===== src/rtl/p_cacheline_responder_pkg.sv =====
// rtl/p_cacheline_responder_pkg.sv - shared line/beat widths and responder state type
// Imported by the interface, the line buffer and the responder top.
package p_cacheline_responder_pkg;

  localparam int S_OFFSET  = 5;
  localparam int S_LINE    = 256;
  localparam int S_BURST   = 64;
  localparam int NUM_BEATS = S_LINE / S_BURST;
  localparam int BEAT_W    = $clog2(NUM_BEATS);

  typedef enum logic [1:0] {
    RESP_IDLE,
    RESP_READ,
    RESP_WRITE,
    RESP_DONE
  } pmem_resp_state_t;

  // Zero the byte-offset bits so memory always sees a line-aligned address.
  function automatic logic [31:0] line_align(input logic [31:0] addr);
    logic [31:0] mask;
    mask              = '1;
    mask[S_OFFSET-1:0] = '0;
    return addr & mask;
  endfunction

endpackage


===== src/rtl/p_cacheline_responder_if.sv =====
// rtl/p_cacheline_responder_if.sv - cache-side line interface and memory-side burst interface
// master is the requesting side on each bus; the responder is slave on the line bus, master on the burst bus.
interface p_cacheline_responder_if;
  import p_cacheline_responder_pkg::*;

  logic [31:0]       pmem_address;
  logic              pmem_read;
  logic              pmem_write;
  logic [S_LINE-1:0] pmem_wdata;
  logic [S_LINE-1:0] pmem_rdata;
  logic              pmem_resp;

  modport master (
    output pmem_address, pmem_read, pmem_write, pmem_wdata,
    input  pmem_rdata, pmem_resp
  );

  modport slave (
    input  pmem_address, pmem_read, pmem_write, pmem_wdata,
    output pmem_rdata, pmem_resp
  );
endinterface

interface p_cacheline_burst_if;
  import p_cacheline_responder_pkg::*;

  logic [31:0]        burst_address;
  logic               burst_read;
  logic               burst_write;
  logic [S_BURST-1:0] burst_wdata;
  logic [S_BURST-1:0] burst_rdata;
  logic               burst_resp;

  modport master (
    output burst_address, burst_read, burst_write, burst_wdata,
    input  burst_rdata, burst_resp
  );

  modport slave (
    input  burst_address, burst_read, burst_write, burst_wdata,
    output burst_rdata, burst_resp
  );
endinterface


===== src/rtl/p_cacheline_responder_line_beat_buffer.sv =====
// rtl/p_cacheline_responder_line_beat_buffer.sv - line storage with per-beat read assembly and beat select
// Read and write lines are kept apart so a write burst never disturbs the last returned read line.
module p_cacheline_responder_line_beat_buffer
  import p_cacheline_responder_pkg::*;
(
  input  logic               clk,
  input  logic               rst,
  input  logic               i_wr_load,
  input  logic [S_LINE-1:0]  i_wr_line,
  input  logic               i_rd_load,
  input  logic [BEAT_W-1:0]  i_rd_idx,
  input  logic [S_BURST-1:0] i_rd_beat,
  input  logic [BEAT_W-1:0]  i_sel_idx,
  output logic [S_LINE-1:0]  o_rd_line,
  output logic [S_BURST-1:0] o_sel_beat
);

  logic [S_LINE-1:0] r_wr_line;
  logic [S_LINE-1:0] r_rd_line;

  always_ff @(posedge clk or negedge rst) begin
    if (!rst) begin
      r_wr_line <= '0;
      r_rd_line <= '0;
    end else begin
      if (i_wr_load) begin
        r_wr_line <= i_wr_line;
      end
      if (i_rd_load) begin
        r_rd_line[i_rd_idx*S_BURST +: S_BURST] <= i_rd_beat;
      end
    end
  end

  assign o_rd_line  = r_rd_line;
  assign o_sel_beat = r_wr_line[i_sel_idx*S_BURST +: S_BURST];

endmodule


===== src/rtl/p_cacheline_responder.sv =====
// rtl/p_cacheline_responder.sv - converts 256-bit line requests into 4 x 64-bit memory bursts
// FSM and beat counter live here; line storage is in the line_beat_buffer sub-module.
module p_cacheline_responder
  import p_cacheline_responder_pkg::*;
(
  input  logic                     clk,
  input  logic                     rst,
  p_cacheline_responder_if.slave   line_if,
  p_cacheline_burst_if.master      burst_if
);

  pmem_resp_state_t   r_state;
  logic [BEAT_W-1:0]  r_beat_cnt;
  logic [31:0]        r_address;
  logic               r_burst_read;
  logic               r_burst_write;
  logic [S_BURST-1:0] r_burst_wdata;
  logic               r_pmem_resp;

  logic               w_last_beat;
  logic [BEAT_W-1:0]  w_next_cnt;
  logic               w_rd_load;
  logic               w_wr_load;
  logic [S_BURST-1:0] w_sel_beat;
  logic [S_LINE-1:0]  w_rd_line;

  assign w_last_beat = (r_beat_cnt == BEAT_W'(NUM_BEATS - 1));
  assign w_next_cnt  = r_beat_cnt + 1'b1;
  assign w_rd_load   = (r_state == RESP_READ) && burst_if.burst_resp;
  // Read has priority, so the write line is only captured when no read is pending.
  assign w_wr_load   = (r_state == RESP_IDLE) && !line_if.pmem_read && line_if.pmem_write;

  p_cacheline_responder_line_beat_buffer u_line_beat_buffer (
    .clk        (clk),
    .rst        (rst),
    .i_wr_load  (w_wr_load),
    .i_wr_line  (line_if.pmem_wdata),
    .i_rd_load  (w_rd_load),
    .i_rd_idx   (r_beat_cnt),
    .i_rd_beat  (burst_if.burst_rdata),
    .i_sel_idx  (w_next_cnt),
    .o_rd_line  (w_rd_line),
    .o_sel_beat (w_sel_beat)
  );

  always_ff @(posedge clk or negedge rst) begin
    if (!rst) begin
      r_state       <= RESP_IDLE;
      r_beat_cnt    <= '0;
      r_address     <= '0;
      r_burst_read  <= 1'b0;
      r_burst_write <= 1'b0;
      r_burst_wdata <= '0;
      r_pmem_resp   <= 1'b0;
    end else begin
      case (r_state)
        RESP_IDLE: begin
          if (line_if.pmem_read) begin
            r_address    <= line_align(line_if.pmem_address);
            r_burst_read <= 1'b1;
            r_beat_cnt   <= '0;
            r_state      <= RESP_READ;
          end else if (line_if.pmem_write) begin
            r_address     <= line_align(line_if.pmem_address);
            r_burst_write <= 1'b1;
            r_burst_wdata <= line_if.pmem_wdata[S_BURST-1:0];
            r_beat_cnt    <= '0;
            r_state       <= RESP_WRITE;
          end
        end
        RESP_READ: begin
          if (burst_if.burst_resp) begin
            if (w_last_beat) begin
              r_burst_read <= 1'b0;
              r_pmem_resp  <= 1'b1;
              r_beat_cnt   <= '0;
              r_state      <= RESP_DONE;
            end else begin
              r_beat_cnt <= w_next_cnt;
            end
          end
        end
        RESP_WRITE: begin
          // Next beat is staged on the accepting edge so burst_wdata stays registered.
          if (burst_if.burst_resp) begin
            if (w_last_beat) begin
              r_burst_write <= 1'b0;
              r_pmem_resp   <= 1'b1;
              r_beat_cnt    <= '0;
              r_state       <= RESP_DONE;
            end else begin
              r_beat_cnt    <= w_next_cnt;
              r_burst_wdata <= w_sel_beat;
            end
          end
        end
        RESP_DONE: begin
          r_pmem_resp <= 1'b0;
          r_state     <= RESP_IDLE;
        end
        default: begin
          r_state <= RESP_IDLE;
        end
      endcase
    end
  end

  assign line_if.pmem_rdata     = w_rd_line;
  assign line_if.pmem_resp      = r_pmem_resp;
  assign burst_if.burst_address = r_address;
  assign burst_if.burst_read    = r_burst_read;
  assign burst_if.burst_write   = r_burst_write;
  assign burst_if.burst_wdata   = r_burst_wdata;

endmodule


===== src/flat_wrapper.sv =====
// flat-port wrapper written by rule: the top's interface ports become plain ports
module p_cacheline_responder_flat import p_cacheline_responder_pkg::*;
  (clk, rst, line_if_pmem_address, line_if_pmem_read, line_if_pmem_write, line_if_pmem_wdata, line_if_pmem_rdata, line_if_pmem_resp, burst_if_burst_address, burst_if_burst_read, burst_if_burst_write, burst_if_burst_wdata, burst_if_burst_rdata, burst_if_burst_resp);
  p_cacheline_responder_if line_if_i ();
  p_cacheline_burst_if burst_if_i ();
  input  logic clk;
  input  logic rst;
  input wire logic [$bits(line_if_i.pmem_address)-1:0] line_if_pmem_address;
  input wire logic [$bits(line_if_i.pmem_read)-1:0] line_if_pmem_read;
  input wire logic [$bits(line_if_i.pmem_write)-1:0] line_if_pmem_write;
  input wire logic [$bits(line_if_i.pmem_wdata)-1:0] line_if_pmem_wdata;
  output wire logic [$bits(line_if_i.pmem_rdata)-1:0] line_if_pmem_rdata;
  output wire logic [$bits(line_if_i.pmem_resp)-1:0] line_if_pmem_resp;
  output wire logic [$bits(burst_if_i.burst_address)-1:0] burst_if_burst_address;
  output wire logic [$bits(burst_if_i.burst_read)-1:0] burst_if_burst_read;
  output wire logic [$bits(burst_if_i.burst_write)-1:0] burst_if_burst_write;
  output wire logic [$bits(burst_if_i.burst_wdata)-1:0] burst_if_burst_wdata;
  input wire logic [$bits(burst_if_i.burst_rdata)-1:0] burst_if_burst_rdata;
  input wire logic [$bits(burst_if_i.burst_resp)-1:0] burst_if_burst_resp;
  assign line_if_i.pmem_address = line_if_pmem_address;
  assign line_if_i.pmem_read = line_if_pmem_read;
  assign line_if_i.pmem_write = line_if_pmem_write;
  assign line_if_i.pmem_wdata = line_if_pmem_wdata;
  assign line_if_pmem_rdata = line_if_i.pmem_rdata;
  assign line_if_pmem_resp = line_if_i.pmem_resp;
  assign burst_if_burst_address = burst_if_i.burst_address;
  assign burst_if_burst_read = burst_if_i.burst_read;
  assign burst_if_burst_write = burst_if_i.burst_write;
  assign burst_if_burst_wdata = burst_if_i.burst_wdata;
  assign burst_if_i.burst_rdata = burst_if_burst_rdata;
  assign burst_if_i.burst_resp = burst_if_burst_resp;
  p_cacheline_responder u_core (.clk(clk), .rst(rst), .line_if(line_if_i), .burst_if(burst_if_i));
endmodule

===== config.mk =====
export PLATFORM = sky130hd
export DESIGN_NAME = p_cacheline_responder_flat
export DESIGN_NICKNAME = d
export VERILOG_FILES = /design/src/rtl/p_cacheline_responder_pkg.sv /design/src/rtl/p_cacheline_responder_if.sv /design/src/rtl/p_cacheline_responder_line_beat_buffer.sv /design/src/rtl/p_cacheline_responder.sv /design/src/flat_wrapper.sv
export SDC_FILE = /design/constraint.sdc
export NUM_CORES = 1
export LEC_CHECK = 0
export CAP_MARGIN = 30
export CORE_AREA = 2 2 279 281
export DETAILED_ROUTE_END_ITERATION = 7
export DIE_AREA = 0 0 281 283
export GPL_TIMING_DRIVEN = 0
export PLACE_DENSITY = 0.64
export SETUP_SLACK_MARGIN = 0.1
export SLEW_MARGIN = 15
export SYNTH_ARGS = -nofsm -noshare
export SYNTH_HDL_FRONTEND = slang
export SYNTH_SLANG_ARGS = --single-unit
export TNS_END_PERCENT = 5

===== constraint.sdc =====
create_clock -name clk -period 3.1 [get_ports clk]
set_input_delay 0.93 -clock clk [delete_from_list [all_inputs] [get_ports clk]]
set_output_delay 0.93 -clock clk [all_outputs]
set_load 0.005 [all_outputs]

**Word-level counts from Yosys, hierarchy flattened**

Cells that the tools add are included.

- Equal/unequal tests: 15
- Reductions and logical operators: 18
- Magnitude comparators: 0
- Muxes and demuxes: 28
- Bitwise logic cells: 0
- Multiply operators: 0
- $add $sub $neg: 2
- Shifts and indexed selects: 3
- Divide/modulo/power cells: 0

Operator list:

| cell | number |
|---|---|
| bitwise mux 256 bit | 1 |
| 2-to-1 mux 64 bit | 4 |
| variable shift 64 x 34 -> 256 bit (first input constant) | 1 |
| variable part select 256 x 9 -> 64 bit | 1 |
| variable part select 64 x 34 -> 256 bit | 1 |
| case mux 64 bit (2 select lines) | 1 |
| 2-to-1 mux 32 bit | 2 |
| negator 8 -> 34 bit | 1 |
| 2-to-1 mux 2 bit | 8 |
| inequality test 2 bit (second input constant) | 6 |
| AND reduction 5 bit | 2 |
| nonzero test 2 bit | 5 |
| AND reduction 3 bit | 3 |
| inequality test 2 x 1 -> 1 bit (second input constant) | 4 |
| 2-to-1 mux 1 bit | 7 |
| == test 2 bit (second input constant) | 3 |
| case mux 1 bit (2 select lines) | 3 |
| case mux 2 bit (3 select lines) | 1 |
| case mux 2 bit (2 select lines) | 1 |
| AND reduction 4 bit | 1 |
| logical AND 1 bit | 3 |
| inequality test 3 bit (second input constant) | 1 |
| adder 2 x 1 -> 2 bit (second input constant) | 1 |
| == test 2 x 1 -> 1 bit (second input constant) | 1 |
| other kinds (4) | 4 |

- Bits in read-only memories: 0
- Latch bits: 0
- RAM bits: 0
- Memories: 0
- Output and inout port bits: 355
- Bits in registers: 615

**Depth between registers and ports, before layout**

- Word-level depth: 5
- Depth in mapped cells: 8

**Modules after synthesis**

From an unflattened synthesis, not the netlist that was laid out.

- Cell total of the unflattened synthesis: 1753
- Area, all modules: 26223.9 sq um

By module, submodules not included:

| module | area an instance (sq um) | times used | sequential area each (sq um) | cells each |
|---|---|---|---|---|
| p_cacheline_responder_line_beat_buffer | 21553.2 | 1 | 12812.3 | 1434 |
| p_cacheline_responder | 4670.7 | 1 | 2452.4 | 319 |

**Worst setup path before layout**

Ideal clock, no wire load.

- Path type: input port to flip-flop
- From: input burst_if_burst_resp
- To: register u_core.r_burst_wdata[10], in the netlist u_core.burst_if.burst_wdata[10]
- Path buffers: 3
- Path slack: 707 ps
- Setup time: 125 ps
- Data required time: 2975 ps
- Arrival time: 2268 ps
- Stages on the path: 7
- Cells stage by stage: buf_4 inv_2 a222oi_1 o211a_1 buf_12 buf_12 mux2_4

- Word-level cells in the longest chain between the ends: 2

RTL lines:

| element | RTL line | RTL |
|---|---|---|
| from (decl) | flat_wrapper.sv:19 | `input wire logic [$bits(burst_if_i.burst_resp)-1:0] burst_if_burst_resp;` |
| inequality test 2 bit (no line) | -- |  |
| AND reduction 5 bit (no line) | -- |  |
| to (signal assigned) | p_cacheline_responder.sv:66 | `r_burst_wdata <= line_if.pmem_wdata[S_BURST-1:0];` |
| to (signal assigned) | p_cacheline_responder.sv:93 | `r_burst_wdata <= w_sel_beat;` |
| to (decl) | p_cacheline_responder.sv:17 | `logic [S_BURST-1:0] r_burst_wdata;` |

No other way between the ends.
A chain may end at the register's enable or synchronous reset.

**Worst setup path after layout**

- From: register u_core.r_state[0]
- To: register u_core.r_burst_wdata[52], in the netlist u_core.burst_if.burst_wdata[52]

- Word-level cells in the longest chain between the ends: 3
- Elaborated cells between the ends (all ways): 9
- Classes of those cells: eq/ne (5); mux (1); reduce/logical (3)

RTL lines:

| element | RTL line | RTL |
|---|---|---|
| from (decl) | p_cacheline_responder.sv:12 | `pmem_resp_state_t r_state;` |
| from (signal assigned) | p_cacheline_responder.sv:48 | `r_state <= RESP_IDLE;` |
| from (signal assigned) | p_cacheline_responder.sv:62 | `r_state <= RESP_READ;` |
| from (signal assigned) | p_cacheline_responder.sv:68 | `r_state <= RESP_WRITE;` |
| == test 2 bit / zero test 2 bit (equally long branches) | p_cacheline_responder.sv:56 | `case (r_state)` |
| inequality test 2 bit (no line) / nonzero test 2 bit (equally long branches) | -- |  |
| AND reduction 5 bit (no line) | -- |  |

Several ways; a longest one is shown, not always the timed one.

==> results.py <==
metrics = {
    "clock_network": {
        "cts_hold_buf": 0,
        "htree_num_levels": 3,
        "numCtsBuffers": 70,
        "clock_latency_ns": 0.62,
        "clockBufferDepth": 3,
        "clkTransAtPathRegs_ns": 0.06,
        "cts_root_buf": "clkbuf_16",
        "cts_sinks": 610,
        "cts_tree": "yes",
    },
    "power_and_ir_drop": {
        "ir_worst_vdd_mv": 0.445,
        "p_sw_frac": 0.315,
        "p_int_uw": 23300,
        "leakagePower_uw": 0.0158,
        "pwr_density_cell_mw_per_mm2": 947,
        "p_seq_frac": 0.373,
        "p_clk_frac": 0.238,
        "finalPower_uw": 34000,
        "p_switching_uw": 10700,
        "pwr-share-comb": 0.389,
    },
    "sta": {
        "fin_tns_setup_ns": 0,
        "setup_violations": 0,
        "max-slew-margin-rel": 0.389,
        "clock-skew-final_ns": 0.0214,
        "rsz0062_at_grt": "yes",
        "min_period_ns": 2.95,
        "hold_violations": 0,
        "fin_crit_sh": 0.952,
        "slew_violations": 0,
        "fin_ws_ns": 0.148,
        "fmax_mhz": 339,
        "tightest_slew_ns": 0.917,
    },
    "place": {
        "place_ws_ns": -0.451,
        "io_buffers": 700,
        "gp_congestion": 0.884,
        "dp.final_hpwl_um": 67100,
    },
    "global_route": {
        "overflow": 0,
        "grt_start_max_net_pins": 108,
        "grt_pass1_vias": 19200,
        "antenna_found_initial": 32,
        "grt_pass1_wl_um": 130000,
        "grt_use_total": 0.219,
    },
    "detailed_routing": {
        "finalWirelength_um": 88900,
        "vias": 17900,
        "drc": 0,
        "routed_via_density": 5.05,
        "wl_per_cell_um": 25.1,
        "drtAntennaViolNets": 0,
        "drt_iter0_drc": 960,
        "first_pass_iters": 5,
    },
    "floorplanning": {
        "dieWidth_um": 281,
        "core_area_mm2": 0.0767,
        "io_pins": 712,
        "chipHeight_um": 283,
        "row_count": 102,
        "initial_core_util": 0.327,
        "die_area_mm2": 0.0795,
    },
    "synth": {
        "syn_inst": 1664,
        "yosys_warnings": 0,
        "yosysSeqAreaShare": 0.609,
        "synth-seq-cells": 610,
        "syn_area_mm2": 0.0250,
        "syn_avg_cell_area_um2": 15.1,
        "synth_cell_types": 29,
    },
    "worst_setup_path": {
        "crit_type": "reg -> reg",
        "timing.rr.start": "u_core.r_state[0]",
        "end_kind": "flop",
        "worst_r2r_endpoint": "u_core.burst_if.burst_wdata[52]",
        "cp.arrival_ns": 3.44,
        "cp-start-kind": "flop",
        "worst-path-max-fanout": 10,
        "worstRegToRegCells": 7,
        "cp_data_required_time_ns": 3.59,
        "rrSetupSlack_ns": 0.15,
    },
    "cells_and_area": {
        "area_growth_pct": 43.3,
        "fill_cells": 6701,
        "nets": 2818,
        "drive_gt1_frac": 0.219,
    },
    "status": {
        "outcome": "finished clean",
    },
    "hold_path": {
        "hold_class": "in -> async",
    },
    "flow_run": {
        "maxCapViolCount": 0,
    },
}
==> per-stage QoR <==
step	hold WS [ns]	cell area [µm²]	util	std cells
floorplan	0.479	25100	-	1668
finish	0.189	35900	0.468	3548
CTS	0.149	35800	0.467	3537
detailed placement	0.490	33600	0.438	3416
global placement	0.486	33400	0.435	3408
global route	0.171	35900	0.468	3547
==> worst max path at each step <==
stage | start | end | slack (ns)
floorplan | burst_if_burst_resp | u_core.burst_if.burst_wdata[10] | 0.71
global placement | rst | u_core.u_line_beat_buffer.o_rd_line[220] | -25.66
detailed placement | line_if_pmem_read | u_core.u_line_beat_buffer.r_wr_line[70] | -0.45
CTS | u_core.r_beat_cnt[0] | u_core.burst_if.burst_wdata[49] | 0.11
global route | u_core.r_state[0] | u_core.burst_if.burst_wdata[52] | 0.03
finish | u_core.r_state[0] | u_core.burst_if.burst_wdata[52] | 0.15
==> layer usage <==
metal,wire length [µm],global-route usage,vias up
met5,285,0,-
met4,2730,0.0821,44
met3,7710,0.0763,164
met2,43900,0.368,684
met1,34300,0.258,9228
li1,-,-,7810
==> synthesized netlist by cell type <==
cell type / instances / area [µm²]
a211oi_1: 1 / 7.51
a21oi_1: 3 / 15.0
a222oi_1: 1 / 10.0
a22o_1: 256 / 2240
buf_12: 7 / 140
buf_2: 64 / 320
buf_4: 6 / 45.0
clkbuf_1: 53 / 199
conb_1: 1 / 3.75
dfrtp_1: 610 / 15300
ha_1: 12 / 150
inv_1: 8 / 30.0
inv_2: 1 / 3.75
mux2_2: 287 / 3230
mux2_4: 60 / 901
mux2i_1: 135 / 1350
nand2_1: 12 / 45.0
nand2b_1: 65 / 407
nand3_1: 4 / 20.0
nand3b_1: 1 / 7.51
nand4b_1: 1 / 8.76
nor2_1: 3 / 11.3
nor3b_1: 1 / 7.51
nor4_4: 1 / 21.3
nor4b_1: 1 / 8.76
o211a_1: 1 / 10.0
o21ai_0: 4 / 20.0
o21ai_1: 1 / 5.00
o221ai_1: 64 / 561
==> power by group through the flow <==
| stage | Clock, µW | Sequential (µW) | Combinational [µW] |
|---|---|---|---|
| after floorplan | 0 | 12400 | 7670 |
| after global placement | 0 | 12700 | 13100 |
| after detailed placement | 0 | 12800 | 13400 |
| after CTS | 8270 | 12700 | 13400 |
| after global routing | 8630 | 13000 | 14200 |
| final | 8070 | 12700 | 13200 |
==> critical path: stages (launching register included) <==
cell	delay (ns)
dfrtp_1	0.38
inv_1	0.12
ha_1	0.31
clkbuf_2	0.29
nand2_1	0.56
clkbuf_1	0.64
o221ai_1	0.23
mux2_4	0.30
==> sequential cells by signal (all words and copies together), names as in the netlist <==
name                                 cells
u_core.r_state                           2
u_core.u_line_beat_buffer.r_wr_line    256
u_core.burst_if.burst_address           27
u_core.burst_if.burst_write              1
u_core.u_line_beat_buffer.o_rd_line    256
u_core.r_beat_cnt                        2
u_core.burst_if.burst_read               1
u_core.line_if.pmem_resp                 1
u_core.burst_if.burst_wdata             64
==> kinds of logic after synthesis <==
kind of cell	share of synthesized area
other cells	0.000150
fa+ha+maj	0.00599
buf+inv	0.0295
compound gates	0.115
mux	0.219
simple gates	0.0214
flops	0.609
==> layout by cell type, fill, tap and decap left out, drive strengths merged, types with 18 or more instances in the layout <==
cell,n
clkdlybuf4s50,699
dfrtp,610
mux2,347
a22o,256
clkbuf,153
mux2i,135
buf,85
nand2b,65
o221ai,64
clkinv,18
==> layout make-up <==
type	count	area, µm²	share of cell area
inverters	9	33.8	0.000941
plain buffers	130	718	0.0200
clock buffers	98	1980	0.0551
repair buffers	709	7220	0.201
multi-input cells	919	9070	0.253
diodes	10	25.0	0.000697
flip-flops and latches	610	15300	0.425
well taps	1040	1300	0.0363
clock inverters	23	273	0.00760
==> timing repair <==
action | in CTS | in global routing
setup endpoints to repair | 122 | 97
resized for setup | 4 | 7
pin swaps | 0 | 1
setup buffers | 0 | 1
(Power assumes the default switching activity.)
